==> config.mk <==
export PLATFORM = sky130hd
export DESIGN_NAME = modulo_updown_counter
export DESIGN_NICKNAME = d
export VERILOG_FILES = /design/src/rtl/counter_pkg.sv /design/src/rtl/counter_next_calc.sv /design/src/rtl/modulo_updown_counter.sv
export SDC_FILE = /design/constraint.sdc
export NUM_CORES = 1
export LEC_CHECK = 0
export BUFFER_PORTS_ARGS = -buffer_cell sky130_fd_sc_hd__buf_4
export CORE_AREA = 2 2 50 52
export DETAILED_ROUTE_END_ITERATION = 12
export DIE_AREA = 0 0 52 54
export SLEW_MARGIN = 5
export SYNTH_ARGS = -nofsm -noshare
export SYNTH_HDL_FRONTEND = slang
export SYNTH_SLANG_ARGS = --single-unit
export TNS_END_PERCENT = 20
==> constraint.sdc <==
create_clock -name CLK -period 2.5 [get_ports CLK]
set_input_delay 0.25 -clock CLK [delete_from_list [all_inputs] [get_ports CLK]]
set_output_delay 0.25 -clock CLK [all_outputs]
set_load 0.01 [all_outputs]
==> src/rtl/counter_pkg.sv <==
// Shared types and constants for the modulo up/down counter.
// Boundary mode selection and direction encodings.
package counter_pkg;

   typedef enum logic {
      COUNT_WRAP = 1'b0,
      COUNT_SAT  = 1'b1
   } count_mode_t;

   localparam logic DIR_UP   = 1'b1;
   localparam logic DIR_DOWN = 1'b0;

endpackage

==> src/rtl/counter_next_calc.sv <==
// Combinational next-count and boundary detection.
// Arithmetic is SIZE+1 wide so MODULUS = 2**SIZE fits.
module counter_next_calc
   import counter_pkg::*;
#(
   parameter int          SIZE    = 8,
   parameter int          MODULUS = 2**SIZE,
   parameter count_mode_t MODE    = COUNT_WRAP
) (
   input  logic [SIZE-1:0] dout,
   input  logic            sr,
   input  logic [SIZE-1:0] srinit,
   input  logic            load,
   input  logic [SIZE-1:0] ldval,
   input  logic            ce,
   input  logic            dir,
   output logic [SIZE-1:0] nxt,
   output logic            tc
);

   localparam logic [SIZE:0] MAXV = (SIZE+1)'(MODULUS - 1);

   logic [SIZE:0] cur;
   logic [SIZE:0] up_v;
   logic [SIZE:0] dn_v;
   logic [SIZE:0] sr_c;
   logic [SIZE:0] ld_c;
   logic [SIZE:0] wrap_v;
   logic [SIZE:0] nxt_w;
   logic          bnd;

   assign cur    = {1'b0, dout};
   assign up_v   = cur + 1'b1;
   assign dn_v   = cur - 1'b1;
   assign sr_c   = ({1'b0, srinit} > MAXV) ? MAXV : {1'b0, srinit};
   assign ld_c   = ({1'b0, ldval} > MAXV) ? MAXV : {1'b0, ldval};
   assign bnd    = (dir == DIR_UP) ? (cur == MAXV) : (cur == '0);
   assign wrap_v = (dir == DIR_UP) ? '0 : MAXV;
   assign tc     = ce & ~load & ~sr & bnd;

   // Overlapping controls resolve in order: reset, load, count.
   always_comb begin
      nxt_w = cur;
      priority case (1'b1)
         sr:          nxt_w = sr_c;
         load:        nxt_w = ld_c;
         ce && !bnd:  nxt_w = (dir == DIR_UP) ? up_v : dn_v;
         ce && (MODE == COUNT_WRAP):
                      nxt_w = wrap_v;
         default:     nxt_w = cur;
      endcase
   end

   assign nxt = nxt_w[SIZE-1:0];

endmodule

==> src/rtl/modulo_updown_counter.sv <==
// Modulo up/down counter with load, wrap/saturate and sticky overflow.
// Holds only the count and overflow registers; next state is external.
module modulo_updown_counter
   import counter_pkg::*;
#(
   parameter int          SIZE    = 8,
   parameter int          MODULUS = 2**SIZE,
   parameter count_mode_t MODE    = COUNT_WRAP
) (
   input  logic            CLK,
   input  logic            SR,
   input  logic            CE,
   input  logic            DIR,
   input  logic [SIZE-1:0] SRINIT,
   input  logic            LOAD,
   input  logic [SIZE-1:0] LDVAL,
   input  logic            CLR_OVF,
   output logic [SIZE-1:0] DOUT,
   output logic            TC,
   output logic            OVF
);

   logic [SIZE-1:0] nxt;
   logic            tc_w;

   counter_next_calc #(
      .SIZE    (SIZE),
      .MODULUS (MODULUS),
      .MODE    (MODE)
   ) u_calc (
      .dout   (DOUT),
      .sr     (SR),
      .srinit (SRINIT),
      .load   (LOAD),
      .ldval  (LDVAL),
      .ce     (CE),
      .dir    (DIR),
      .nxt    (nxt),
      .tc     (tc_w)
   );

   assign TC = tc_w;

   always_ff @(posedge CLK) begin
      DOUT <= nxt;
   end

   // A boundary event in the same cycle beats a clear request.
   always_ff @(posedge CLK) begin
      if (SR)
         OVF <= 1'b0;
      else if (tc_w)
         OVF <= 1'b1;
      else if (CLR_OVF)
         OVF <= 1'b0;
   end

endmodule

After elaboration in Yosys (flattened, before gate mapping)
Index checks and enable logic that the tools add are counted.

Flip-flop bits (word level): 9. Logic and storage cells: 24. Input bits: 22. Output and inout port bits: 10.

$add $sub $neg: 2. Multiplexer cells: 9. Reductions and logical operators: 5. Equal/unequal tests: 1. Bitwise gates (word level): 5.

Operators with widths (number): $mux W8 (6); $logic_not A9 Y1 (1); $add A8 B1 Y8 const B (1); $eq A8 B8 Y1 const B (1); $sub A8 B1 Y8 const B (1); $reduce_bool A4 Y1 (1); $and A1 B1 Y1 (3); $mux W1 (3); $not A1 Y1 (2); $reduce_bool A2 Y1 (1); $logic_and A1 B1 Y1 (1); $logic_not A1 Y1 (1).

Logic depth before layout (Yosys ltp)
Word-level depth: 7. Mapped depth: 8. Depth with buffers taken out: 8.

By module
A second synthesis with hierarchy kept.

Cells, all modules: 113. Area, all modules: 893.4 um^2.

By module, submodules not included: counter_next_calc (instances 1, area each 694.4 um^2, sequential area each 0.0 um^2, cells an instance 101); modulo_updown_counter (instances 1, area each 198.9 um^2, sequential area each 180.2 um^2, cells an instance 12).

Worst setup path before layout
OpenSTA, ideal clock, no wires.

Path kind: register to register. Start: register DOUT[0]. End: register DOUT[6], data pin. Arrival time: 1898 ps. Clock period less this slack: 2065 ps. Setup slack: 435 ps. Setup time: 167 ps. Data required time: 2333 ps. Cell stages (with the launch flop): 8. Cell sequence: edfxtp_1 > fa_1 > a21o_1 > a21oi_1 > o211ai_1 > o41ai_1 > o21ai_0 > a221oi_2.

Longest elaborated chain between the ends: 7. Elaborated cells between the ends (all ways): 11. Classes of those cells: add/sub: 2; eq/ne: 1; mux: 5; reduce/logical: 3.

Ends and longest elaborated chain: start: declaration (line modulo_updown_counter.sv:18) `output logic [SIZE-1:0] DOUT,`; start signal: assignment (line modulo_updown_counter.sv:45) `DOUT <= nxt;`; parallel branches: the longest is 4 deep, another holds $sub A8 B1 Y8; $mux W8 (*) (3 in series) (line counter_next_calc.sv:44) `priority case (1'b1)`; net nxt[6] (line modulo_updown_counter.sv:23) `logic [SIZE-1:0] nxt;`.

Mark *: on every way through the listed nets, which the timed path passes. A chain may end at the register's enable or synchronous reset.

Worst setup path after layout
Start: register DOUT[1]. End: register DOUT[6], data pin.

Same word-level chain as after synthesis.

==> out/qor.yml <==
outcome:
  outcome: "finished, final reports clean"
logic_synthesis:
  ys.flop_type: "edfxtp_1"
  synth_area_um2: 847
  synthDistinctLibCells: 35
  synth_top_area_frac: 0.284
  async_flop_share: 0
  syn_area_per_cell_um2: 8.82
  synth_edf_count: 8
  synth_fp_nets: 125
  ys_warn_count: 0
  synth_area_leaders: "edfxtp_1 28%, ha_1 8.9%, nand2_1 4.4%, a21oi_1 4.1%, xnor2_1 4.1%"
  synth_top_area_cell: "edfxtp_1"
  ys_seq_area_frac: 0.307
  yosys_register_bits: 9
  netlist_instances: 96
timing:
  worst_slack_ns: 0.299
  min_period_over_period: 0.880
  hold_viol: 0
  rsz0062_at_grt: "no"
  worst_clock_skew_ns: 0.00546
  slew-limit-headroom: 0.734
  worst_slew_pin_slew_ns: 0.395
  fin_hold_ws_ns: 0.228
  drv_slew: 0
  tns_ns: 0
  fin_crit_ns: 2.20
  timing.fmax_mhz: 454
  setup_viol: 0
pwr:
  p_leak_nw: 0.494
  ir_drop_mv: 0.264
  switching_share: 0.347
  combPwrFrac: 0.429
  p_switching_uw: 193
  intPower_uw: 363
  pwr_density_cell_nw_per_um2: 491
  totalPowerFinal_uw: 557
  p_clk_frac: 0.203
  seq_power_share: 0.368
floorplanning:
  core_um2: 2320
  die-area_um2: 2810
  die_x_um: 52
  io_pins: 32
  start_util: 0.365
  rows: 18
  dieHeight_um: 54
placement:
  dpl.hpwl_um: 1860
  io_buffer_count: 31
  gp_congestion: 0.912
  pre_cts_ws_ns: 0.102
  placed_cells: 156
  place_area_um2: 1100
cts:
  root_buffer: "clkbuf_4"
  clock_latency_ns: 0.26
  ctsHtreeMaxLevel: 1
  cts_tree: "done"
  cts_buffer_depth: 2
  clk_pin_slew_ns: 0.07
  cts-buffers-inserted: 3
  cts.sinks: 9
  cts_hold_buf: 0
worst_setup_path:
  required_ns: 2.58
  critPathKind: "reg -> reg"
  worstReg2RegStart: "DOUT[1]"
  r2r_slack_ns: 0.30
  worstRegToRegCells: 7
  start_kind: "flip-flop"
  crit_path_max_fanout: 5
  crit_path_end_kind: "flip-flop"
  worstPathArrival_ns: 2.28
  r2r-end: "DOUT[6]"
detailed_routing:
  vias: 881
  route.detailed.drc: 0
  finalWirelength_um: 2290
  wl_per_cell_um: 14.3
  via_per_inst: 5.51
  drtPass1Iterations: 4
  drt_iter0_markers: 17
  ant_nets: 0
final_layout:
  syn_to_final_growth_pct: 33.8
  stdcell_count: 160
  diodes: 0
  post-route-util: 0.489
  fillers: 240
  fin_area_um2: 1130
  nNetsFinal: 160
  drive_gt1_frac: 0.292
grt:
  grt.total_usage: 0.183
  grt-ovfl-total: 0
  grt_pass1_vias: 845
  antenna_found_initial: 0
  grt_max_degree: 11
  grt_pass1_wl_um: 3770
min_path:
  worstHoldPathType: "in -> reg"
  min_to: "OVF"
  hold_depth: 2
  hold_start: "SR"
job:
  cap_violations: 0
[worst max-delay path by stage]
stage / startpoint / to / slack, ns / cells after the start
after CTS: DOUT[1] / DOUT[7] / 0.17 / 7
after floorplan: DOUT[0] / DOUT[6] / 0.43 / 7
after global placement: DIR / DOUT[7] / 0.12 / 8
after global routing: DOUT[1] / DOUT[6] / 0.12 / 7
after detailed placement: DIR / DOUT[7] / 0.10 / 9
final: DOUT[1] / DOUT[6] / 0.30 / 7
[metal layers]
metal  share of wire  wire length [µm]  up-vias  track usage
met5               0                 0        -            0
met4          0.0083                19        0       0.0789
met3           0.044               100        2       0.0167
met2            0.51              1160       27        0.316
met1            0.44              1010      413        0.231
li1                -                 -      439            -
[synth_stat cells, drive strengths merged (2+ instances only)]
library cell and n:
a21o 2, a21oi 7, a221o 2, and3 3, buf 2, edfxtp 8
ha 6, inv 7, nand2 10, nand2b 3, nand3 3, nor2 5
nor3 3, nor3b 2, nor4 2, o211ai 2, o21a 2, o21ai 3
o22ai 5, o31ai 2, xnor2 4
[critical path: stages (launching register included)]
cell and delay (ns):
edfxtp_1 0.49, fa_1 0.44, a21o_1 0.19, a21oi_1 0.28
o211ai_1 0.13, o41ai_1 0.07, o21ai_0 0.16, a221oi_2 0.27
[cell families (layout without fill, tap and decap cells)]
group | count (synthesis) | after routing | synth area share
compound gates | 34 | 34 | 0.288
xor+xnor | 4 | 4 | 0.0414
buf+inv | 9 | 43 | 0.0576
flops | 9 | 9 | 0.307
fa+ha+maj | 7 | 7 | 0.112
simple gates | 33 | 33 | 0.194
[sequential cells by signal, indices dropped and copies added, names as in the netlist]
| signal | cells |
|---|---|
| OVF | 1 |
| DOUT | 8 |
[layout make-up]
cell class,count,area [µm²],area share
clock buffer,4,26.3,0.0232
inverter,7,26.3,0.0232
multi-input combinational,78,543,0.479
sequential,9,260,0.230
tap,30,37.5,0.0331
timing repair buffer,32,240,0.212
[power by group through the flow]
stage / sequential, mW / combinational (mW) / clock, mW
3_3_place_gp: 0.207 / 0.233 / 0
4_1_cts: 0.204 / 0.237 / 0.118
6_report: 0.205 / 0.239 / 0.113
2_1_floorplan: 0.210 / 0.145 / 0
5_1_grt: 0.208 / 0.267 / 0.124
3_5_place_dp: 0.208 / 0.235 / 0
[cell usage in the layout (no fill, tap or decap), types with 3 or more instances in the layout]
master,netlist,routed
clkbuf_4,0,3
edfxtp_1,8,8
nor3_1,3,3
xnor2_1,4,4
o22ai_1,5,5
nand3_1,3,3
ha_1,6,6
and3_1,3,3
buf_4,0,32
o21ai_0,3,3
nand2b_1,3,3
nand2_1,10,10
inv_1,7,7
a21oi_1,7,7
nor2_1,5,5
[timing repair]
| item | 4_1_cts | 5_1_grt |
|---|---|---|
| buffers inserted | 0 | 0 |
| endpoints found under the setup margin | 0 | 1 |
| resized for setup | 0 | 1 |
| endpoints found under the hold margin | 0 | 0 |
Power figures use the tool's default switching activity.
